<file path="src/rtl/atm_keypad_frontend_if.sv">
// rtl/atm_keypad_frontend_if.sv - keypad front-end signal bundle
interface atm_keypad_frontend_if;
  logic        HABILITAR;
  logic        MODO_MONTO;
  logic [3:0]  ROW;
  logic [3:0]  COL;
  logic [3:0]  DIGITO;
  logic        DIGITO_STB;
  logic [31:0] MONTO;
  logic        MONTO_STB;
  logic        DESBORDE;

  modport master (
    output HABILITAR, MODO_MONTO, ROW,
    input  COL, DIGITO, DIGITO_STB, MONTO, MONTO_STB, DESBORDE
  );

  modport slave (
    input  HABILITAR, MODO_MONTO, ROW,
    output COL, DIGITO, DIGITO_STB, MONTO, MONTO_STB, DESBORDE
  );
endinterface

</file>
<file path="src/rtl/atm_keypad_frontend.sv">
// rtl/atm_keypad_frontend.sv - 4x4 keypad scanner, debouncer and PIN/amount decoder
module atm_keypad_frontend #(
  parameter int SCAN_DIV     = 2,
  parameter int DEBOUNCE_CNT = 3,
  parameter int MAX_DIGITS   = 9
) (
  input logic                  Clk,
  input logic                  Reset,
  atm_keypad_frontend_if.slave kp
);

  localparam int SW = (SCAN_DIV > 1) ? $clog2(SCAN_DIV) : 1;
  localparam int CW = $clog2(DEBOUNCE_CNT + 1);
  localparam int DW = $clog2(MAX_DIGITS + 1);

  typedef enum logic [1:0] {
    ST_SCAN,
    ST_DEBOUNCE,
    ST_WAIT_REL
  } state_t;

  state_t      state_q, state_d;
  logic [1:0]  col_q, col_d;
  logic [SW-1:0] slot_q, slot_d;
  logic [CW-1:0] cnt_q, cnt_d;
  logic [CW-1:0] cnt_inc;
  logic [3:0]  pat_q, pat_d;
  logic [3:0]  code_q, code_d;
  logic [1:0]  row_idx;
  logic        key_evt;
  logic [3:0]  evt_code;

  logic [31:0] acc_q, acc_d;
  logic [DW-1:0] dcnt_q, dcnt_d;
  logic        modo_q, modo_d;
  logic [3:0]  digito_q, digito_d;
  logic        digito_stb_q, digito_stb_d;
  logic [31:0] monto_q, monto_d;
  logic        monto_stb_q, monto_stb_d;
  logic        desborde_q, desborde_d;

  // Lowest active row wins when several rows are high in one column.
  always_comb begin
    row_idx = 2'd0;
    if (kp.ROW[0])      row_idx = 2'd0;
    else if (kp.ROW[1]) row_idx = 2'd1;
    else if (kp.ROW[2]) row_idx = 2'd2;
    else if (kp.ROW[3]) row_idx = 2'd3;
  end

  assign cnt_inc = cnt_q + CW'(1);

  always_ff @(posedge Clk) begin
    if (!Reset) begin
      state_q <= ST_SCAN;
      col_q   <= 2'd0;
      slot_q  <= '0;
      cnt_q   <= '0;
      pat_q   <= 4'd0;
      code_q  <= 4'd0;
    end else begin
      state_q <= state_d;
      col_q   <= col_d;
      slot_q  <= slot_d;
      cnt_q   <= cnt_d;
      pat_q   <= pat_d;
      code_q  <= code_d;
    end
  end

  always_comb begin
    state_d  = state_q;
    col_d    = col_q;
    slot_d   = slot_q;
    cnt_d    = cnt_q;
    pat_d    = pat_q;
    code_d   = code_q;
    key_evt  = 1'b0;
    evt_code = code_q;
    case (state_q)
      ST_SCAN: begin
        if (slot_q == SW'(SCAN_DIV - 1)) begin
          slot_d = '0;
          if (kp.ROW != 4'd0) begin
            pat_d  = kp.ROW;
            code_d = {row_idx, col_q};
            if (DEBOUNCE_CNT == 1) begin
              key_evt  = 1'b1;
              evt_code = {row_idx, col_q};
              cnt_d    = '0;
              state_d  = ST_WAIT_REL;
            end else begin
              cnt_d   = CW'(1);
              state_d = ST_DEBOUNCE;
            end
          end else begin
            col_d = col_q + 2'd1;
          end
        end else begin
          slot_d = slot_q + SW'(1);
        end
      end
      ST_DEBOUNCE: begin
        if (kp.ROW == pat_q) begin
          if (cnt_inc == CW'(DEBOUNCE_CNT)) begin
            key_evt = 1'b1;
            cnt_d   = '0;
            state_d = ST_WAIT_REL;
          end else begin
            cnt_d = cnt_inc;
          end
        end else begin
          cnt_d   = '0;
          slot_d  = '0;
          col_d   = col_q + 2'd1;
          state_d = ST_SCAN;
        end
      end
      ST_WAIT_REL: begin
        // Any bounce during release restarts the zero-run count.
        if (kp.ROW == 4'd0) begin
          if (cnt_inc == CW'(DEBOUNCE_CNT)) begin
            cnt_d   = '0;
            slot_d  = '0;
            col_d   = col_q + 2'd1;
            state_d = ST_SCAN;
          end else begin
            cnt_d = cnt_inc;
          end
        end else begin
          cnt_d = '0;
        end
      end
      default: state_d = ST_SCAN;
    endcase
  end

  always_ff @(posedge Clk) begin
    if (!Reset) begin
      acc_q        <= 32'd0;
      dcnt_q       <= '0;
      modo_q       <= 1'b0;
      digito_q     <= 4'd0;
      digito_stb_q <= 1'b0;
      monto_q      <= 32'd0;
      monto_stb_q  <= 1'b0;
      desborde_q   <= 1'b0;
    end else begin
      acc_q        <= acc_d;
      dcnt_q       <= dcnt_d;
      modo_q       <= modo_d;
      digito_q     <= digito_d;
      digito_stb_q <= digito_stb_d;
      monto_q      <= monto_d;
      monto_stb_q  <= monto_stb_d;
      desborde_q   <= desborde_d;
    end
  end

  // A mode change clears the entry first; a same-cycle key then sees the cleared state.
  always_comb begin
    acc_d        = acc_q;
    dcnt_d       = dcnt_q;
    modo_d       = kp.MODO_MONTO;
    digito_d     = digito_q;
    digito_stb_d = 1'b0;
    monto_d      = monto_q;
    monto_stb_d  = 1'b0;
    desborde_d   = 1'b0;
    if (kp.MODO_MONTO != modo_q) begin
      acc_d  = 32'd0;
      dcnt_d = '0;
    end
    if (!kp.HABILITAR) begin
      acc_d  = 32'd0;
      dcnt_d = '0;
    end else if (key_evt) begin
      if (!kp.MODO_MONTO) begin
        if (evt_code <= 4'd9) begin
          digito_d     = evt_code;
          digito_stb_d = 1'b1;
        end
      end else if (evt_code <= 4'd9) begin
        if (dcnt_d < DW'(MAX_DIGITS)) begin
          acc_d  = acc_d * 32'd10 + 32'(evt_code);
          dcnt_d = dcnt_d + DW'(1);
        end else begin
          desborde_d = 1'b1;
        end
      end else if (evt_code == 4'd10) begin
        acc_d  = 32'd0;
        dcnt_d = '0;
      end else if (evt_code == 4'd11 && dcnt_d != '0) begin
        monto_d     = acc_d;
        monto_stb_d = 1'b1;
        acc_d       = 32'd0;
        dcnt_d      = '0;
      end
    end
  end

  assign kp.COL        = 4'b0001 << col_q;
  assign kp.DIGITO     = digito_q;
  assign kp.DIGITO_STB = digito_stb_q;
  assign kp.MONTO      = monto_q;
  assign kp.MONTO_STB  = monto_stb_q;
  assign kp.DESBORDE   = desborde_q;

endmodule

</file>
<file path="src/flat_wrapper.sv">
// flat-port wrapper written by rule: the top's interface ports become plain ports
module atm_keypad_frontend_flat 
#(
  parameter int SCAN_DIV     = 2,
  parameter int DEBOUNCE_CNT = 3,
  parameter int MAX_DIGITS   = 9
)
  (Clk, Reset, kp_HABILITAR, kp_MODO_MONTO, kp_ROW, kp_COL, kp_DIGITO, kp_DIGITO_STB, kp_MONTO, kp_MONTO_STB, kp_DESBORDE);
  atm_keypad_frontend_if kp_i ();
  input logic Clk;
  input logic Reset;
  input wire logic [$bits(kp_i.HABILITAR)-1:0] kp_HABILITAR;
  input wire logic [$bits(kp_i.MODO_MONTO)-1:0] kp_MODO_MONTO;
  input wire logic [$bits(kp_i.ROW)-1:0] kp_ROW;
  output wire logic [$bits(kp_i.COL)-1:0] kp_COL;
  output wire logic [$bits(kp_i.DIGITO)-1:0] kp_DIGITO;
  output wire logic [$bits(kp_i.DIGITO_STB)-1:0] kp_DIGITO_STB;
  output wire logic [$bits(kp_i.MONTO)-1:0] kp_MONTO;
  output wire logic [$bits(kp_i.MONTO_STB)-1:0] kp_MONTO_STB;
  output wire logic [$bits(kp_i.DESBORDE)-1:0] kp_DESBORDE;
  assign kp_i.HABILITAR = kp_HABILITAR;
  assign kp_i.MODO_MONTO = kp_MODO_MONTO;
  assign kp_i.ROW = kp_ROW;
  assign kp_COL = kp_i.COL;
  assign kp_DIGITO = kp_i.DIGITO;
  assign kp_DIGITO_STB = kp_i.DIGITO_STB;
  assign kp_MONTO = kp_i.MONTO;
  assign kp_MONTO_STB = kp_i.MONTO_STB;
  assign kp_DESBORDE = kp_i.DESBORDE;
  atm_keypad_frontend #(.SCAN_DIV(SCAN_DIV), .DEBOUNCE_CNT(DEBOUNCE_CNT), .MAX_DIGITS(MAX_DIGITS)) u_core (.Clk(Clk), .Reset(Reset), .kp(kp_i));
endmodule
</file>
<file path="config.mk">
export PLATFORM = sky130hd
export DESIGN_NAME = atm_keypad_frontend_flat
export DESIGN_NICKNAME = d
export VERILOG_FILES = /design/src/rtl/atm_keypad_frontend_if.sv /design/src/rtl/atm_keypad_frontend.sv /design/src/flat_wrapper.sv
export SDC_FILE = /design/constraint.sdc
export NUM_CORES = 1
export LEC_CHECK = 0
export ABC_CLOCK_PERIOD_IN_PS = 4500
export BUFFER_PORTS_ARGS = -buffer_cell sky130_fd_sc_hd__buf_2
export CORE_MARGIN = 5
export CORE_UTILIZATION = 40
export DETAILED_ROUTE_END_ITERATION = 6
export PLACE_DENSITY_LB_ADDON = 0.12
export SETUP_SLACK_MARGIN = 0.05
export SLEW_MARGIN = 10
export SYNTH_ARGS = -nofsm -noshare
export SYNTH_HDL_FRONTEND = slang
export SYNTH_SLANG_ARGS = --single-unit
export TNS_END_PERCENT = 1
</file>
<file path="constraint.sdc">
create_clock -name Clk -period 4.5 [get_ports Clk]
set_input_delay 0.9 -clock Clk [delete_from_list [all_inputs] [get_ports Clk]]
set_output_delay 0.9 -clock Clk [all_outputs]
set_load 0.05 [all_outputs]
</file>
==> flow_metrics.env <==
export IMPL_place_congestion=0.8864
export IMPL_syn_nets=918
export IMPL_cts_tree="yes"
export IMPL_insertion_delay_ns=0.35
export IMPL_hold_ws_ns=0.4471
export IMPL_synth_edf_count=0
export IMPL_layout_setup_ws_ns=0.2474
export IMPL_grt_max_degree=53
export IMPL_clkSlewWorstSetupHoldPaths_ns=0.07
export IMPL_fin_crit_ns=4.253
export IMPL_ir_drop_uv=209.2
export IMPL_postLayoutCoreUtil_pct=49.91
export IMPL_start_kind="input pin"
export IMPL_drt_iter0_drc=336
export IMPL_io_buffers=50
export IMPL_leakage_nw=3.555
export IMPL_routed_via_density=5.304
export IMPL_dp_hpwl_mm=15.71
export IMPL_vias=6322
export IMPL_die_area_um2=19820
export IMPL_ios=51
export IMPL_antenna_left=0
export IMPL_drive_gt1_share_pct=21.30
export IMPL_clockBufferDepth=2
export IMPL_use_met1_pct=27.34
export IMPL_hold_viol_final=0
export IMPL_skew_ns=0.009918
export IMPL_synth_area_per_cell_um2=7.974
export IMPL_global_route_usage_met3_pct=2.912
export IMPL_layout_cells_most_common="nand2_1"
export IMPL_antenna_found_initial=0
export IMPL_clock_sinks=91
export IMPL_grt_pass1_vias=6188
export IMPL_grt_pass1_wl_mm=32.22
export IMPL_crit_chain="buf_2 -> xnor2_4 -> buf_4 -> and2_1 -> ha_1 -> ha_1 -> o211ai_1 -> buf_4 -> o21ai_4 -> xnor2_2 -> nor4_4 -> nand4_1 -> or3_4 -> nor4_2 -> mux2_1 -> nand2_1"
export IMPL_slowest_stage="or3_4"
export IMPL_diodes=0
export IMPL_area_delta_synth_final_pct=21.84
export IMPL_setup_violations_final=0
export IMPL_worstSetupPathType="in -> reg"
export IMPL_drc=0
export IMPL_power_density_nw_per_um2=233.6
export IMPL_coreArea_um2=16700
export IMPL_synth_distinct_cells=74
export IMPL_tns_ns=0
export IMPL_slew_viol_final=0
export IMPL_maxCapViolations=0
export IMPL_total_power_mw=1.947
export IMPL_finalCritPeriodShare_pct=94.50
export IMPL_rsz0062_at_grt="true"
export IMPL_htree_levels=3
export IMPL_synth_seq_cells=91
export IMPL_die_h_um=140.8
export IMPL_cts_buffers=9
export IMPL_yosysWarnings=0
export IMPL_grt_busiest_layer="met2"
export IMPL_initial_utilization_pct=40.96
export IMPL_first_pass_iters=5
export IMPL_gr_usage_met2_pct=33.57
export IMPL_hp_class="reg -> reg"
export IMPL_synth_cells=858
export IMPL_rows=47
export IMPL_slew_headroom_pct=47.65
export IMPL_async_flop_share_pct=0
export IMPL_post_drt_wl_per_cell_um=16.51
export IMPL_cp_required_ns=4.79
export IMPL_finalWirelength_mm=19.68
export IMPL_crit_path_max_fanout=7
export IMPL_root_buffer="clkbuf_16"
export IMPL_ys_seq_area_share_pct=26.63
export IMPL_critical_path_max_stage_delay_ns=0.45
export IMPL_worst_pin_slew_ns=0.7853
export IMPL_cts_hold_buf=0
export IMPL_worstPathArrival_ns=4.54
export IMPL_status="finished clean"
export IMPL_fmaxAchievable_ghz=0.2351
export IMPL_dp_slack_ns=-0.1508
export IMPL_layout_nets=1027
export IMPL_die_x_um=140.8
export IMPL_final_cell_mix="nand2_1, dfxtp_1, buf_4"
export IMPL_overflow=0
export IMPL_syn_cell_area_um2=6842
export IMPL_ys_dominant_reg_cell="dfxtp_1"
export IMPL_end_kind="flop"
export IMPL_grt_usage_pct=19.99
-- registers in the layout (all words and copies together) (netlist names) --
signal	cells
u_core.kp.DIGITO_STB	1
u_core.state_q	2
u_core.col_q	2
u_core.pat_q	4
u_core.kp.DIGITO	4
u_core.slot_q	1
u_core.code_q	4
u_core.cnt_q	2
u_core.modo_q	1
u_core.acc_q	32
u_core.kp.DESBORDE	1
u_core.kp.MONTO	32
u_core.dcnt_q	4
u_core.kp.MONTO_STB	1
-- power by group --
| part | internal [mW] | leakage (nW) | switching [mW] | total [mW] |
|---|---|---|---|---|
| Sequential | 0.830 | 0.735 | 0.0330 | 0.863 |
| Clock | 0.491 | 0.156 | 0.338 | 0.829 |
| Combinational | 0.0918 | 2.66 | 0.163 | 0.255 |
| Total | 1.41 | 3.56 | 0.535 | 1.95 |
-- cell families (layout without fill, tap and decap cells) --
family,after synthesis,count (layout),share of synthesized area [%]
simple gates,373,373,28.93
compound gates,195,195,19.93
flops,91,91,26.63
xor+xnor,70,70,9.236
buf+inv,66,180,3.914
fa+ha+maj,52,52,9.729
mux,11,11,1.628
-- cell type report --
class                      count  area, um^2
fill                        1688        8366
multi-input combinational    701        4850
sequential                    91        1822
timing repair buffer         143       985.9
tap                          220       275.3
clock buffer                   9       225.2
clock inverter                 7       98.84
inverter                      21       78.83
-- layer usage --
metal	share of wire (%)	up-vias	wire length, um
li1	-	3248	-
met1	48	2931	9483
met2	47	112	9193
met3	3.0	31	591
met4	2.1	0	410
met5	0	-	0
-- cell usage after synthesis, types with 3 or more instances --
library cell	number	area [um^2]
a211oi_1	7	52.55
a21boi_0	38	285.3
a21o_1	5	37.54
a21oi_1	46	230.2
a22o_1	6	52.55
a31oi_1	6	37.54
and2_1	24	150.1
and3_1	26	162.7
and4_1	6	52.55
buf_2	13	65.06
clkbuf_1	31	116.4
dfxtp_1	91	1822
ha_1	50	625.6
inv_1	21	78.83
mux2i_1	10	100.1
nand2_1	128	480.5
nand2b_1	9	56.30
nand3_1	34	170.2
nand3b_1	3	22.52
nand4_1	17	106.4
nand4_2	3	37.54
nor2_1	57	214.0
nor2b_1	16	100.1
nor3_1	18	90.09
nor3_2	3	30.03
nor4_2	7	87.58
nor4_4	3	63.81
o211ai_1	6	45.04
o21ai_0	37	185.2
o21ai_1	7	35.03
o21bai_1	3	22.52
or3_1	5	31.28
or3_4	3	33.78
xnor2_1	44	385.4
xor2_1	25	219.0
-- per-stage QoR --
stage          instances  area (um^2)
2_1_floorplan        858         6914
3_3_place_gp        1175         7969
3_5_place_dp        1175         7969
4_1_cts             1191         8293
5_1_grt             1192         8335
6_report            1192         8335
-- path summary, 6_finish.rpt --
path / endpoint / startpoint / slack (ns) / depth (start not counted)
worst max register to register: u_core.acc_q[30]$_SDFF_PN0_ / u_core.modo_q$_SDFF_PN0_ / 0.59 / 15
worst min-delay path: u_core.acc_q[24]$_SDFF_PN0_ / u_core.acc_q[24]$_SDFF_PN0_ / 0.45 / 2
worst max-delay path: u_core.acc_q[30]$_SDFF_PN0_ / kp_MODO_MONTO / 0.25 / 16
worst min register to register: u_core.acc_q[24]$_SDFF_PN0_ / u_core.acc_q[24]$_SDFF_PN0_ / 0.45 / 2
-- critical path: cells and delay by family --
kind                     cells  cell delay [ns]
AND/OR/NAND/NOR              6             1.34
adder cells (fa/ha/maj)      2             0.58
XOR/XNOR                     2             0.48
AO/OA/AOI/OAI                2             0.40
buffers and inverters        3             0.50
multiplexers                 1             0.34
-- timing repair --
action	CTS	global route
resized for setup	0	5
endpoints found under the hold margin	0	0
buffers inserted	0	1
endpoints found under the setup margin	0	4
(Power assumes the default switching activity.)
